--- src/rtl/regfile_pkg.sv ---
// Shared opcode constants and FSM encodings for the register-file controller.
package regfile_pkg;

  localparam logic [2:0] OP_NOP    = 3'b000;
  localparam logic [2:0] OP_LDI    = 3'b001;
  localparam logic [2:0] OP_ADD    = 3'b010;
  localparam logic [2:0] OP_SUB    = 3'b011;
  localparam logic [2:0] OP_AND    = 3'b100;
  localparam logic [2:0] OP_OR     = 3'b101;
  localparam logic [2:0] OP_MOV    = 3'b110;
  localparam logic [2:0] OP_CLRALL = 3'b111;

  typedef enum logic [2:0] {
    IDLE  = 3'd0,
    READ  = 3'd1,
    EXEC  = 3'd2,
    WRITE = 3'd3,
    CLEAR = 3'd4
  } state_e;

  // Only the arithmetic/logic opcodes touch zero_flag and carry_flag.
  function automatic logic sets_flags(input logic [2:0] op);
    return (op == OP_ADD) || (op == OP_SUB) || (op == OP_AND) || (op == OP_OR);
  endfunction

endpackage

--- src/rtl/regfile_alu.sv ---
// Combinational ALU: opcode and two operands in, value plus carry/zero out.
import regfile_pkg::*;

module regfile_alu #(
  parameter int DATA_W = 8
) (
  input  logic [2:0]        op,
  input  logic [DATA_W-1:0] a,
  input  logic [DATA_W-1:0] b,
  output logic [DATA_W-1:0] value,
  output logic              carry,
  output logic              zero
);

  logic [DATA_W:0] sum;
  logic [DATA_W:0] diff;

  always_comb begin
    sum   = {1'b0, a} + {1'b0, b};
    // The extra MSB of the widened difference is the borrow (a < b).
    diff  = {1'b0, a} - {1'b0, b};
    value = '0;
    carry = 1'b0;
    case (op)
      OP_ADD: begin
        value = sum[DATA_W-1:0];
        carry = sum[DATA_W];
      end
      OP_SUB: begin
        value = diff[DATA_W-1:0];
        carry = diff[DATA_W];
      end
      OP_AND:  value = a & b;
      OP_OR:   value = a | b;
      OP_MOV:  value = a;
      default: value = '0;
    endcase
    zero = (value == '0);
  end

endmodule

--- src/rtl/regfile_ctrl.sv ---
// Sequences 16-bit instructions into read / execute / write cycles on an
// external register file; dbg_state exposes the FSM for checkers.
import regfile_pkg::*;

module regfile_ctrl #(
  parameter int DATA_W = 8,
  parameter int ADDR_W = 3
) (
  input  logic              clk,
  input  logic              clr,
  input  logic [15:0]       instr,
  input  logic              instr_valid,
  output logic              instr_ready,
  output logic [ADDR_W-1:0] rf_readreg1,
  output logic [ADDR_W-1:0] rf_readreg2,
  output logic [ADDR_W-1:0] rf_writereg,
  output logic [DATA_W-1:0] rf_data,
  output logic              rf_op,
  output logic              rf_clr,
  input  logic [DATA_W-1:0] rf_read1,
  input  logic [DATA_W-1:0] rf_read2,
  output logic [DATA_W-1:0] result,
  output logic              zero_flag,
  output logic              carry_flag,
  output logic              done,
  output logic [2:0]        dbg_state
);

  // Handshake: an instruction transfers on a posedge where instr_valid and
  // instr_ready are both 1; instr_ready is 1 only in IDLE, and a valid offered
  // while not ready is ignored until the block returns to IDLE.
  state_e            state, state_n;
  logic              accept;
  logic [2:0]        op_q, rd_q, rs1_q, rs2_q;
  logic [DATA_W-1:0] val_q;
  logic              c_q, z_q;
  logic [DATA_W-1:0] alu_value;
  logic              alu_carry, alu_zero;

  assign accept    = instr_valid && (state == IDLE);
  assign dbg_state = state;

  regfile_alu #(.DATA_W(DATA_W)) u_alu (
    .op    (op_q),
    .a     (rf_read1),
    .b     (rf_read2),
    .value (alu_value),
    .carry (alu_carry),
    .zero  (alu_zero)
  );

  always_ff @(posedge clk or posedge clr) begin
    if (clr) state <= IDLE;
    else     state <= state_n;
  end

  always_comb begin
    state_n     = state;
    instr_ready = 1'b0;
    rf_op       = 1'b0;
    rf_clr      = 1'b0;
    rf_readreg1 = '0;
    rf_readreg2 = '0;
    rf_writereg = '0;
    rf_data     = '0;
    case (state)
      IDLE: begin
        instr_ready = 1'b1;
        if (instr_valid) begin
          case (instr[15:13])
            OP_NOP:    state_n = IDLE;
            OP_LDI:    state_n = WRITE;
            OP_CLRALL: state_n = CLEAR;
            default:   state_n = READ;
          endcase
        end
      end
      READ: begin
        rf_readreg1 = ADDR_W'(rs1_q);
        rf_readreg2 = ADDR_W'(rs2_q);
        state_n     = EXEC;
      end
      EXEC: state_n = WRITE;
      WRITE: begin
        rf_op       = 1'b1;
        rf_writereg = ADDR_W'(rd_q);
        rf_data     = val_q;
        state_n     = IDLE;
      end
      CLEAR: begin
        rf_clr  = 1'b1;
        state_n = IDLE;
      end
      default: state_n = IDLE;
    endcase
  end

  // Flags are committed together with result when the write retires, so an
  // aborted instruction leaves no architectural trace.
  always_ff @(posedge clk or posedge clr) begin
    if (clr) begin
      op_q       <= '0;
      rd_q       <= '0;
      rs1_q      <= '0;
      rs2_q      <= '0;
      val_q      <= '0;
      c_q        <= 1'b0;
      z_q        <= 1'b0;
      result     <= '0;
      zero_flag  <= 1'b0;
      carry_flag <= 1'b0;
      done       <= 1'b0;
    end else begin
      done <= 1'b0;
      if (accept) begin
        op_q  <= instr[15:13];
        rd_q  <= instr[12:10];
        rs1_q <= instr[9:7];
        rs2_q <= instr[6:4];
        if (instr[15:13] == OP_NOP) done  <= 1'b1;
        if (instr[15:13] == OP_LDI) val_q <= DATA_W'(instr[7:0]);
      end
      if (state == EXEC) begin
        val_q <= alu_value;
        c_q   <= alu_carry;
        z_q   <= alu_zero;
      end
      if (state == WRITE) begin
        result <= val_q;
        done   <= 1'b1;
        if (sets_flags(op_q)) begin
          carry_flag <= c_q;
          zero_flag  <= z_q;
        end
      end
      if (state == CLEAR) begin
        result <= '0;
        done   <= 1'b1;
      end
    end
  end

endmodule

--- config.mk ---
export PLATFORM = sky130hd
export DESIGN_NAME = regfile_ctrl
export DESIGN_NICKNAME = d
export VERILOG_FILES = /design/src/rtl/regfile_pkg.sv /design/src/rtl/regfile_alu.sv /design/src/rtl/regfile_ctrl.sv
export SDC_FILE = /design/constraint.sdc
export NUM_CORES = 1
export LEC_CHECK = 0
export CORE_ASPECT_RATIO = 0.9
export CORE_UTILIZATION = 50
export CTS_CLUSTER_DIAMETER = 50
export DETAILED_ROUTE_END_ITERATION = 7
export GPL_ROUTABILITY_DRIVEN = 1
export MAX_ROUTING_LAYER = met4
export PLACE_DENSITY = 0.81
export SLEW_MARGIN = 40
export SYNTH_ARGS = -nofsm -noshare
export SYNTH_HDL_FRONTEND = slang
export SYNTH_HIERARCHICAL = 1
export SYNTH_SLANG_ARGS = --single-unit
--- constraint.sdc ---
create_clock -name clk -period 4.15 [get_ports clk]
set_input_delay 0.83 -clock clk [delete_from_list [all_inputs] [get_ports clk]]
set_output_delay 0.83 -clock clk [all_outputs]
set_load 0.02 [all_outputs]
==> results.md, run 1 <==
Timing:
- After layout, the worst setup slack is approximately 740 ps.
- The tightest hold path in the finished design has a slack of approximately 480 ps.
- Static timing analysis puts the maximum clock frequency at a little under 300 MHz.
- Setup violations remaining at the end of the flow were counted as 0.
- The final clock period utilization by the worst path is between 80% and 90%.
- Setup repair after global routing left no endpoint under its margin.
- The routed design could run at a clock period as short as 3410 ps.
- The total count of max-transition violations in the final report is 0.
- At the pin with the least slew margin, the transition time is ~620 ps.
- The clock tree skew after final layout is 4.82 ps.
- In this run the tightest slew margin relative to its limit is between 50% and 60%.
- The number of failing hold endpoints at the final stage is 0.
- After routing, the total negative slack on setup checks comes to 0 ps.

Route:
- The met3 layer wire length in the routed design is 435 um.
- The initial detailed-routing violation count is 140.
- The detail route stage leaves a number of antenna-violating nets equal to 0.
- Routed signal wires occupy layers up through met4.
- After detailed routing, the wire length on met1 is 2920 um.
- In the routed design, unresolved DRC markers number 0.
- The first TritonRoute pass finished after 5 iterations.
- After detailed routing, the met2 layer carries 3260 um of wire.
- The detail-routed via count per cell is 5.78.
- The final route contains about 2,500 vias.
- The routed length per placed instance is roughly 16 um.
- The routed design has about 6800 um of wire.

Logic synthesis:
- The synthesized design contains 36 register bits.
- The part of the Yosys area used for sequential elements is a little over 30%.
- The synthesized netlist net count is 360.
- The number of different library cells used by synthesis comes to 64.
- The synthesized area per cell is 9.75 um^2.
- The most used flip-flop cell after synthesis is dfrtp_1.
- The Yosys step of the flow raised 6 warnings.
- The synthesized design contains 0 enable-type register cells.
- The share of synthesized flip-flops with an asynchronous set or reset is 100%.
- The synthesized cell area is approximately 2900 um^2.
- The number of standard cells after synthesis is ~300.

Global route:
- The first global-routing pass estimated approximately 11,000 um of wire.
- The number of global-route vias before repair was 2,372.
- Summed over all layers, the global routing overflow is 0.
- The total global-route track usage is between 20% and 30%.
- The number of antenna violations at the first check in global routing is 0.
- The pin count of the biggest net entering global routing is 37.

Pwr:
- VDD sags by at most between 300 and 400 uV.
- For this design the ratio of total power to cell area is around 650 nW/um^2.
- Net switching is between 40% and 50% of the power.
- The design draws roughly 2.4 mW.
- The part of the total power dissipated in combinational logic is ~60%.
- The internal portion of total power is 1.41 mW.
- For this design the total switching power over the nets is around 1000 uW.
- Summed over all cells, the static leakage comes to 1.66 nW.
- The relative contribution of the clock network to total power is 10.8%.
- The sequential power share is ~30%.

Die:
- The total die area is 6140 um^2.
- From bottom edge to top edge, the die measures 74.4 um.
- Row generation in the floorplan step produced 26 rows.
- The number of ports placed on the die boundary is 69.
- The overall die width is 82.5 um.
- The core region is about 5700 um^2.
- The effective utilization at floorplan is between 50% and 60%.

Clock network:
- The number of setup buffers added after CTS is 0.
- Clock-pin slew was measured on the worst setup and hold paths at about 70 ps.
- TritonCTS built the clock tree.
- The clock sink count is 36.
- The number of buffers on the longest clock path is 2.
- Counting the buffers created by CTS gives 5.
- The cell sitting at the root of the clock tree is a clkbuf_8.
- The hold buffer count at CTS is 0.
- Gates resized during post-CTS repair numbered 0.
- The maximum level of the CTS H-tree is 2.
- The latest clock arrival within the worst-skew pair is around 280 ps.

Min path:
- The startpoint identified for the worst hold timing path is result[0].
- Along the worst hold path, the cell count comes to 1.
- The path with the worst hold slack has its endpoint at result[0].
- The path category of the worst min-delay check is reg2reg.

Place:
- The post-detailed-placement half-perimeter wirelength is 5210 um.
- At the placement stage, the worst setup path has a slack of 442 ps.
- At the end of routability-driven placement, the weighted congestion stood at approximately 0.94.
- In this run the tool buffered the top-level ports with 68 buffer cells.

Worst setup path:
- The worst-case register-to-register setup slack is about 1500 ps.
- The startpoint of the worst setup timing path is rf_read1[0].
- The worst setup path is launched from an input pin.
- STA puts the critical path data arrival time at ~3600 ps.
- The worst register-to-register path has a depth of 7.
- STA classifies the critical path endpoint as a flop.
- The signal on the critical path passes through clkdlybuf4s50_1 > inv_1 > ha_1 > fa_1 > mux2i_4 > xor2_1 > o22ai_1 > or4b_1 > a2111o_1 > nor4_2 > mux2_2.
- The highest net fanout along the worst path is 3.
- The worst setup path is of the in2reg kind.
- In this run the critical register-to-register path is launched from op_q[1].
- The endpoint identified for the worst register-to-register timing path is z_q.
- The maximum single-stage delay on the critical path is around 500 ps.
- The critical path data required time is 4370 ps.
- The cell at the slowest stage of the critical path is clkdlybuf4s50_1.

Layout:
- The filler cell count is approximately 480.
- The area growth from synthesis to layout is 26.5%.
- The number of antenna diodes in the final layout is 0.
- The number of nets at the end of the flow is ~420.
- Of the cells placed in the final design, the portion with a size suffix greater than 1 is a little over an eighth.

Job:
- The max-cap violation count is 0.

Outcome:
- The flow ran to the end, and the final reports show no timing, DRC or antenna violations.
-- worst max-delay path by stage --
stage | cells past startpoint | to
6_report | 11 | z_q
3_3_place_gp | 11 | z_q
5_1_grt | 10 | z_q
4_1_cts | 11 | z_q
3_5_place_dp | 11 | z_q
2_1_floorplan | 10 | z_q
-- layout by cell type (no fill, tap or decap), types with 2 or more instances in the layout --
master and instances:
or2_2 2, clkbuf_8 7, a21oi_1 11, dfrtp_1 35
ha_1 24, a2bb2oi_1 9, clkdlybuf4s50_1 68, and2_1 11
a31oi_1 9, o31ai_1 4, xor2_1 2, a221oi_1 3
buf_4 2, inv_1 25, mux2_2 7, nand3_1 3
and2_4 8, mux2_4 11, a21o_1 11, o22ai_1 2
nand2b_1 6, o311a_1 2, nor2b_1 2, a32oi_1 2
nor3_1 9, nand2_1 12, nor2_1 15, o211ai_1 3
o21ai_0 17, mux2i_1 3, a211oi_1 4, o21bai_1 2
fa_1 2
-- metal layers --
metal | vias to the layer above | global-route usage, %
met4 | 0 | 10.3
li1 | 1208 | -
met5 | - | -
met2 | 97 | 40.3
met3 | 11 | 3.44
met1 | 1185 | 29.2
-- cells by family (layout without fill, tap and decap cells) --
| logic type | count (synthesis) | in the layout | share of synthesized area, % |
|---|---|---|---|
| DFF | 36 | 36 | 30.9 |
| buffers and inverters | 38 | 102 | 6.91 |
| and+or+nand+nor | 85 | 85 | 18.3 |
| adders and majority gates | 26 | 26 | 11.7 |
| xor gates and xnor gates | 3 | 3 | 0.901 |
| AOI/OAI and AO/OA | 89 | 89 | 21.2 |
| muxes | 22 | 22 | 10.2 |
-- cell usage after synthesis (all sizes together), types with 2 or more instances --
| master | number | area (um^2) |
|---|---|---|
| a2bb2oi | 9 | 78.8 |
| a21o | 11 | 82.6 |
| a21oi | 11 | 55.1 |
| a31oi | 9 | 56.3 |
| dfrtp | 36 | 901 |
| or2 | 3 | 18.8 |
| a32oi | 2 | 17.5 |
| ha | 24 | 300 |
| o31ai | 4 | 30.0 |
| o211ai | 3 | 22.5 |
| o21ai | 18 | 90.1 |
| a211oi | 4 | 30.0 |
| nor3 | 10 | 61.3 |
| a221oi | 3 | 26.3 |
| fa | 2 | 40.0 |
| nor3b | 3 | 38.8 |
| nand3 | 3 | 15.0 |
| clkbuf | 2 | 7.51 |
| and2 | 19 | 139 |
| o22ai | 2 | 12.5 |
| nand2 | 12 | 45.0 |
| and3b | 2 | 18.8 |
| nor2b | 2 | 12.5 |
| mux2 | 18 | 244 |
| nor2 | 17 | 73.8 |
| o311a | 2 | 20.0 |
| mux2i | 4 | 52.6 |
| xor2 | 2 | 17.5 |
| nand2b | 6 | 37.5 |
| o21bai | 2 | 15.0 |
| inv | 25 | 93.8 |
| buf | 11 | 100 |
| o31a | 2 | 18.8 |
-- worst max-delay path, delay by kind of cell --
family                     cells  cell delay [ps]
adders and majority gates      2              660
and+or+nand+nor                2              600
buffers and inverters          2              570
AOI/OAI and AO/OA              2              470
muxes                          2              340
xor gates and xnor gates       1              160
-- cell type report --
class                      instances  area, um^2  area share, %
clock buffer                       7        96.3           2.61
inverter                          25        93.8           2.54
tap                               70        87.6           2.37
multi-input combinational        225        1810           49.2
timing repair buffer              70         696           18.9
sequential                        36         902           24.5
-- flip-flops by register name, indices dropped and copies added (netlist names), 3 cells and up --
name	flops
op_q	3
rd_q	3
dbg_state	3
rs1_q	3
result	8
val_q	8
rs2_q	3
-- power groups by stage --
stage                     Combinational, mW  Sequential (mW)  Clock (mW)
after floorplan                        1.03            0.676           0
after global placement                 1.39            0.710           0
after detailed placement               1.42            0.724           0
after CTS                              1.43            0.716       0.265
after global routing                   1.55            0.747       0.280
final                                  1.43            0.718       0.259
-- stage by stage --
step           utilization (%)  std cells  cell area (um^2)
2_1_floorplan                -        299              2920
3_3_place_gp              63.4        426              3590
3_5_place_dp              63.5        426              3590
4_1_cts                   65.2        433              3690
5_1_grt                   65.2        433              3690
6_report                  65.2        433              3690
(Power assumes the default switching activity.)
==> inputs of run 2 (changes only) <==
==> constraint.sdc (replaced) <==
create_clock -name clk -period 3.35 [get_ports clk]
set_input_delay 0.67 -clock clk [delete_from_list [all_inputs] [get_ports clk]]
set_output_delay 0.67 -clock clk [all_outputs]
set_load 0.02 [all_outputs]
==> run 2 against run 1 <==
  * The run now fails in detailed routing (5_2_route)
  * Synthesized cell count is the same
  * Global-route usage shrank 0.16 points
  * Area after synthesis is the same
==> results.md, run 2 <==
Logic synthesis:
- The share of synthesized flip-flops with an asynchronous set or reset is 100% (unchanged).
- In the post-synthesis netlist, the biggest area contributors are dfrtp_1 (31%), ha_1 (10%), mux2_4 (5.7%).
- The synthesized cell area is 2920 um^2 (unchanged).
- The number of standard cells after synthesis is 299 (unchanged).
- The number of synthesized flops with an enable pin is 0 (unchanged).
- In the synthesized netlist the dominant register cell turns out to be dfrtp_1.
- The synthesized area per cell is 9.75 um^2 (unchanged).
- The flop and latch count out of synthesis was 36 (unchanged).
- The number of warnings reported in the yosys synthesis log is 6 (unchanged).
- The fraction of synthesized cell area taken by the top area cell type was 30.9% (unchanged).
- dfrtp_1 takes more of the synthesized area than any other cell.
- The number of different library cells in the post-synthesis netlist came to 64 (unchanged).
- The synthesized netlist net count is 360 (unchanged).
- In the post-synthesis netlist, the cell with the most instances is dfrtp_1.
- The part of the Yosys area used for sequential elements is 30.9% (unchanged).
- In the synthesized netlist, the cells that appear most often are dfrtp_1 (36), inv_1 (25), ha_1 (24).

Global route:
- The first-pass GRT wire length came to 10,900 um (-0.63%).
- The total global-route track usage is 24.0% (-0.16 points).
- The leftover overflow at the end of global routing was 0 (unchanged).
- The pin count of the biggest net entering global routing was 37 (unchanged).
- The number of global-route vias before repair is 2,398 (+1.1%).
- The number of antenna violations at the first check in global routing was 0 (unchanged).

Die:
- The number of ports placed on the die boundary is 69 (unchanged).
- The effective utilization at floorplan is 51.5% (unchanged).
- The number of rows created at floorplan is 26 (unchanged).
- The die extent in y came to 74.4 um (unchanged).
- The overall die width came to 82.5 um (unchanged).

Timing:
- The worst endpoint pin kind is a register input.
- The worst-path endpoint after global-route repair_timing is z_q$_DFFE_PP0P_/D.

Clock network:
- The buffer cell driving the clock tree root is clkbuf_8.
- The number of buffers on the longest clock path is 2 (unchanged).
- The hold buffer count at CTS came to 0 (unchanged).
- The maximum level of the CTS H-tree is 2 (unchanged).
- The CTS buffer count is 5 (unchanged).
- The clock sink count came to 36 (unchanged).

Outcome:
- The flow stopped in detailed routing (5_2_route).
- The tool reported: "[ERROR DRT-0255] Maze Route cannot find path of net clk in worker of routeBox ( 48300 0 ) ( 82490 48300 )".
- The run stopped with a tool error.

Place:
- The final weighted congestion in routability-driven placement is 0.975 (+3.9%).
- The minimum setup slack after placement was -201 ps (-643 ps).
- The number of I/O port buffers is 68 (unchanged).
- The placed cell area is 3670 um^2 (+2.1%).
- The post-detailed-placement half-perimeter wirelength came to 5270 um (+1.0%).
## run 2: cell counts after synthesis
Identical to the previous run, type by type.
## run 2: per-stage QoR
step / TNS (ps) / cells
floorplan: 0 / 299
global placement: -138 / 436
detailed placement: -243 / 436
CTS: 0 / 444
global route: 0 / 444
## run 2: cells by family after synthesis
| family | share of synthesized area [%] |
|---|---|
| XOR/XNOR | 0.901 |
| buffers and inverters | 6.91 |
| flip-flops | 30.9 |
| adder cells (fa/ha/maj) | 11.7 |
| AO/OA/AOI/OAI | 21.2 |
| multiplexers | 10.2 |
| AND/OR/NAND/NOR | 18.3 |
## run 2: routing by layer
metal / global-route usage [%]
met1: 28.5
met2: 40.2
met3: 4.05
met4: 10.2
met5: -
## run 2: timing repair
action,CTS,global route
resized for setup,0,9
endpoints found under the setup margin,0,1
buffers inserted,0,0
==> inputs of run 3 (changes only) <==
--- a/config.mk
+++ b/config.mk
@@ -5,13 +5,10 @@
 export SDC_FILE = /design/constraint.sdc
 export NUM_CORES = 1
 export LEC_CHECK = 0
-export CORE_ASPECT_RATIO = 0.9
-export CORE_UTILIZATION = 50
-export CTS_CLUSTER_DIAMETER = 50
+export CORE_UTILIZATION = 35
 export DETAILED_ROUTE_END_ITERATION = 7
 export GPL_ROUTABILITY_DRIVEN = 1
-export MAX_ROUTING_LAYER = met4
-export PLACE_DENSITY = 0.81
+export PLACE_DENSITY_LB_ADDON = 0.15
 export SLEW_MARGIN = 40
 export SYNTH_ARGS = -nofsm -noshare
 export SYNTH_HDL_FRONTEND = slang
==> run 3 against run 2 <==
  * The run now ends clean
  * Global-route usage decreased by 7.0 points
==> results.md, run 3 (same netlist as run 1, synthesis figures left out) <==
Outcome:
- The flow ran to the end, and the final reports show no timing, DRC or antenna violations.

Timing:
- Counting I/O delays and the setup requirement, the final critical path takes approximately 3200 ps.
- The transition at the pin with the smallest max-transition slack is 622 ps.
- Timing would allow up to 312 MHz.
- Dividing the final minimum period by the clock period gives between 90% and 100%.
- On the final layout, the worst clock skew is around 4.5 ps.
- The number of failing hold endpoints at the final stage is 0.
- The setup total negative slack is 0 ps.
- Setup violations remaining at the end of the flow were counted as 0.
- Setup repair after global routing left no endpoint under its margin.
- The total count of max-transition violations in the final report is 0.
- The relative slew slack is between 50% and 60%.

Worst setup path:
- Along the worst path, the maximum fanout reaches 3.
- STA puts the critical path data required time at 3580 ps.
- The startpoint kind of the worst setup timing path is an input pin.
- The critical path in this run is classified as in2reg.
- The cell depth of the worst flop-to-flop path is 7.
- The arrival time at the worst endpoint is approximately 3400 ps.
- The worst setup path is captured at a flop.

Pwr:
- For this design the static power due to leakage is approximately 1.7 nW.
- The design draws roughly 3 mW.
- Dividing total power by cell area gives a power density of 787 nW/um^2.
- VDD sags by at most ~210 uV.

Die:
- The die extent in y was 93.3 um (+25%).
- The number of ports placed on the die boundary was 69 (unchanged).
- The floorplan step defined a die boundary enclosing around 8700 um^2.
- The number of rows created at floorplan came to 32 (+23%).
- The overall die width is 93.3 um (+13%).
- The effective utilization at floorplan came to 37.0% (-15 points).
- The core region area is roughly 7900 um^2.

Clock network:
- The clock sink count came to 36 (unchanged).
- The clock edge transition at the registers on the reported setup and hold paths is approximately 70 ps.
- The CTS buffer count is 5 (unchanged).
- The number of buffers on the longest clock path is 2 (unchanged).
- The hold buffer count at CTS was 0 (unchanged).
- The number of buffers inserted by post-CTS setup repair is 0 (unchanged).
- The clock reaches the later pin of the worst-skew pair after 290 ps.
- The maximum level of the CTS H-tree is 2 (unchanged).
- The tree is rooted in a clkbuf_8.
- TritonCTS built the clock tree.

Route:
- Once detail routing completed, the nets flagged for antenna violations numbered 0.
- The initial detailed-routing violation count is 67.
- The number of detailed-route iterations in the first pass is 4.
- The number of DRC violations after detailed routing is 0.
- Dividing the detail-routed wire length by the instance count gives 14.3 um.
- Detailed routing inserted a total of ~2,500 vias.
- The total wire length is slightly below 7000 um.
- After detailed routing, the number of vias per cell comes to 5.17.

Layout:
- With fillers left out, the area of the finished cells amounts to 3820 um^2.
- The area added between synthesis and finish is 31.2%.
- The top cell types in the final layout, fill and taps aside, are clkdlybuf4s50_1 (68), dfrtp_1 (36), inv_1 (25).
- The post-route netlist has roughly 16% of its cells at a drive strength greater than 1.
- The largest registers in the layout are result (8), val_q (8).
- The number of standard cells in the final layout excluding fillers is around 480.
- The number of nets at the end of the flow is about 440.
- The leading cell type in the layout, fill and taps excluded is clkdlybuf4s50_1.
- The diode insertion count for antenna repair is 0.

Global route:
- The number of antenna violations at the first check in global routing is 0 (unchanged).
- The first-pass GRT wire length is 11,700 um (+7.3%).
- The leftover overflow at the end of global routing is 0 (unchanged).
- The pin count of the biggest net entering global routing came to 24 (-35%).
- The total global-route track usage was 17.0% (-7.0 points).
- The number of global-route vias before repair was 2,417 (+0.79%).

Min path:
- The worst hold path stage count is 1.
- The min-delay analysis places its worst path in the category reg2reg.

Place:
- The final weighted congestion in routability-driven placement is 0.880 (-9.7%).
- The number of I/O port buffers is 68 (unchanged).
- The post-detailed-placement half-perimeter wirelength is 5490 um (+4.3%).
- The placed cell area is 3730 um^2 (+1.7%).
- The number of placed instances, taps included is 471 (+8.0%).

Job:
- The max-cap violation count is 0.
run 3: metrics by stage:
step	utilization, %	setup WS (ps)	hold slack, ps
floorplan	-	484	470
global placement	47.3	-155	458
detailed placement	47.3	-199	464
CTS	48.4	106	481
global route	48.5	23.2	496
finish	48.5	147	475
run 3: final cells by class:
cell class	count	area (um^2)
clock inverters	2	10.0
multi-input cells	225	1820
clock buffers	6	82.6
fillers	748	4060
repair buffers	83	793
flip-flops and latches	36	901
inverters	25	93.8
well taps	102	128
run 3: routing by layer:
layer	vias up	routed length (um)	part of all wire [%]	GRT usage (%)
met3	7	295	4.3	2.36
met1	1174	3210	47	22.2
li1	1230	-	-	-
met4	0	81	1.2	4.62
met5	-	0	0	0
met2	65	3270	48	29.5
run 3: path summary, 6_finish.rpt:
kind	start	endpoint	slack, ps
max	rf_read2[0]	z_q	150
min reg2reg	result[2]	result[2]	470
max in group asynchronous	clr	result[4]	1930
min in group asynchronous	clr	rs1_q[2]	730
max reg2reg	op_q[0]	z_q	710
min	result[2]	result[2]	470
run 3: repair_timing:
| action | CTS | global route |
|---|---|---|
| resized for setup | 0 | 2 |
| setup endpoints to repair | 0 | 1 |
| hold endpoints to repair | 0 | 0 |
run 3: critical path, cell delays in order:
cell and delay [ps]:
clkdlybuf4s50_1 520, ha_1 200, fa_1 410, mux2i_1 170, nor2_1 60, a2bb2oi_1 180
or4b_1 540, a2111o_1 360, nor4_2 140, mux2_2 180
run 3: where the power goes:
part           total [mW]  switching (mW)  internal [mW]
Clock               0.314           0.150          0.164
Combinational        1.84           0.866          0.969
Sequential          0.863           0.215          0.647
==> inputs of run 4 (changes only) <==
--- a/config.mk
+++ b/config.mk
@@ -5,10 +5,11 @@
 export SDC_FILE = /design/constraint.sdc
 export NUM_CORES = 1
 export LEC_CHECK = 0
+export CORE_MARGIN = 2
 export CORE_UTILIZATION = 35
 export DETAILED_ROUTE_END_ITERATION = 7
+export DONT_BUFFER_PORTS = 1
 export GPL_ROUTABILITY_DRIVEN = 1
-export PLACE_DENSITY_LB_ADDON = 0.15
 export SLEW_MARGIN = 40
 export SYNTH_ARGS = -nofsm -noshare
 export SYNTH_HDL_FRONTEND = slang
==> run 4 against run 3 <==
  * Utilization decreased by 11 points
  * Worst hold slack got worse by 100 ps
  * Die area increased by 4.3%
  * Clock-buffer cell count increased by 2
  * Global-route usage decreased by 1.9 points
  * Final area decreased by 20%
  * Via count decreased by 9.7%
  * Wire length increased by 0.25%
  * Largest cell class unchanged
  * Largest power group unchanged
  * Highest routed layer unchanged
==> results.md, run 4 (same netlist as run 1, synthesis figures left out) <==
Outcome:
- The flow ran to the end, and the final reports show no timing, DRC or antenna violations.

Clock network:
- The CTS tree is done.
- The maximum level of the CTS H-tree came to 2 (unchanged).
- The post-cts gate resize count was 0 (unchanged).
- The number of buffers on the longest clock path is 2 (unchanged).
- The CTS buffer count is 5 (unchanged).
- The clock edge transition at the registers on the reported setup and hold paths is 70 ps (about the same).
- The latest clock arrival within the worst-skew pair is 280 ps (about the same).
- The hold buffer count at CTS is 0 (unchanged).
- The cell sitting at the root of the clock tree is a clkbuf_8.
- The number of buffers inserted by post-CTS setup repair is 0 (unchanged).
- The clock sink count is 36 (unchanged).

Layout:
- The area of the multi-input gates is 1810 um^2 (-0.21%).
- The area added between synthesis and finish is 4.68%.
- The sequential cell area is 901 um^2 (unchanged).
- The final core utilization is 37.5% (-11 points).
- The filler cell count is 834 (+11%).
- The library cells used most frequently in the layout, excluding fill and tap cells, are dfrtp_1 (36), inv_1 (25), ha_1 (24).
- The fraction of layout cells with a size suffix above 1 is 15.8% (-0.62 points).
- The number of nets at the end of the flow came to 357 (-18%).
- The diode insertion count for antenna repair came to 0 (unchanged).
- The largest registers in the layout are result (8), val_q (8).
- Leaving out fill and tap cells, the most frequent cell in the layout is dfrtp_1.

Global route:
- The pin count of the biggest net entering global routing is 37 (+54%).
- The number of global-route vias before repair was 2,236 (-7.5%).
- The number of antenna violations at the first check in global routing is 0 (unchanged).
- The leftover overflow at the end of global routing was 0 (unchanged).
- The total global-route track usage is 15.1% (-1.9 points).
- The first-pass GRT wire length is 11,000 um (-6.0%).

Worst setup path:
- The cell depth of the worst flop-to-flop path is 7 (unchanged).
- The startpoint kind of the worst setup timing path is an input pin.
- The arrival time at the worst endpoint is 2960 ps (-480 ps).
- The nature of the critical path endpoint is a flop.
- In this run the worst setup path begins at rf_read1[0].
- The critical path data required time is 3570 ps (about the same).
- The worst register-to-register path begins at op_q[0].
- The highest net fanout along the worst path is 3 (unchanged).
- The critical path start-end classification is in2reg.

Timing:
- The count of endpoints failing setup in the final report is 0 (unchanged).
- Setup repair after global routing left no endpoint under its margin.
- The total count of max-transition violations in the final report was 0 (unchanged).
- The number of failing hold endpoints at the final stage is 0 (unchanged).
- The setup total negative slack is 0 ps (unchanged).
- The relative slew slack is 55.1% (-3.4 points).
- The clock tree skew after final layout is 1.84 ps (-2.70 ps).
- The fmax is 365 MHz (+17%).
- The final clock period utilization by the worst path is 81.8% (-14 points).
- The transition at the pin with the smallest max-transition slack came to 673 ps (+51.2 ps).
- The shortest clock period the worst path allows after layout is 2740 ps (-463 ps).

Die:
- The number of ports placed on the die boundary is 69 (unchanged).
- The effective utilization at floorplan is 35.8% (-1.1 points).
- The number of rows created at floorplan is 33 (+3.1%).
- The total die area came to 9080 um^2 (+4.3%).
- The die extent in y is 95.3 um (+2.1%).
- The core region area is 8130 um^2 (+3.1%).
- The overall die width is 95.3 um (+2.1%).

Route:
- The number of DRC violations after detailed routing came to 0 (unchanged).
- The number of detailed-route iterations in the first pass is 4 (unchanged).
- The via count is 2,236 (-9.7%).
- The antenna violation net count after detailed routing is 0 (unchanged).
- The routed length per placed instance is 17.1 um (+19%).
- The detail-routed via count per cell is 5.56 (+7.6%).
- The initial detailed-routing violation count is 83 (+24%).
- The total wire length is 6880 um (+0.25%).

Place:
- The final weighted congestion in routability-driven placement is 0.850 (-3.4%).
- The number of I/O port buffers is 0 (-100%).
- The post-detailed-placement half-perimeter wirelength is 5420 um (-1.4%).

Pwr:
- The largest voltage drop on the vdd net came to 248 uV (+15%).
- The total leakage power is 1.41 nW (-18%).
- The power density over the cells is 865 nW/um^2 (+9.9%).

Job:
- The max-cap violation count came to 0 (unchanged).

Min path:
- The min-delay analysis places its worst path in the category in2async.
==> run 4: cell count changes in the layout (fill, tap and decap cells not counted), sizes merged <==
cell / delta
clkdlybuf4s50: -68
clkbuf: +2
clkinv: -2
buf: -12
==> run 4: where the power goes <==
group	switching (mW)	total [mW]	internal (mW)
Sequential	0.328	0.975	0.647
Clock	0.146	0.313	0.168
Combinational	0.713	1.35	0.638
Total	1.19	2.64	1.45
==> run 4: critical path, cell delays in order <==
cell and delay [ps]:
ha_1 220, fa_1 450, mux2i_1 150, nor2_1 60, a2bb2oi_1 180, or4b_1 530, a2111o_1 370, nor4_2 140
mux2_2 180
==> run 4: final cells by class <==
| class | count | share of cell area, % |
|---|---|---|
| clock buffers | 8 | 2.95 |
| flip-flops and latches | 36 | 29.5 |
| well taps | 105 | 4.31 |
| inverters | 25 | 3.08 |
| repair buffers | 3 | 0.738 |
| multi-input cells | 225 | 59.4 |
==> run 4: final timing paths <==
check                                  to  slack (ps)
worst max-delay path                  z_q         610
worst min-delay path            result[3]         380
worst max register to register        z_q         640
worst min register to register   rs2_q[0]         500
max in group asynchronous         op_q[2]        2660
min in group clk                 rs2_q[0]         500
==> run 4: metal layers <==
layer,vias to the layer above,wire length [um],track usage (%)
met3,8,552,4.11
met4,0,40,3.50
met1,1082,3150,19.4
met2,77,3130,25.3
li1,1069,-,-
met5,-,0,0
==> run 4: stage by stage <==
stage	instances	cell area [um^2]	setup WS (ps)	power (mW)	hold slack, ps
global placement	394	2960	386	2.31	480
CTS	402	3050	584	2.66	386
detailed placement	394	2960	328	2.34	486
global route	402	3050	485	2.84	426
floorplan	299	2920	484	2.12	470
finish	402	3050	609	2.64	375
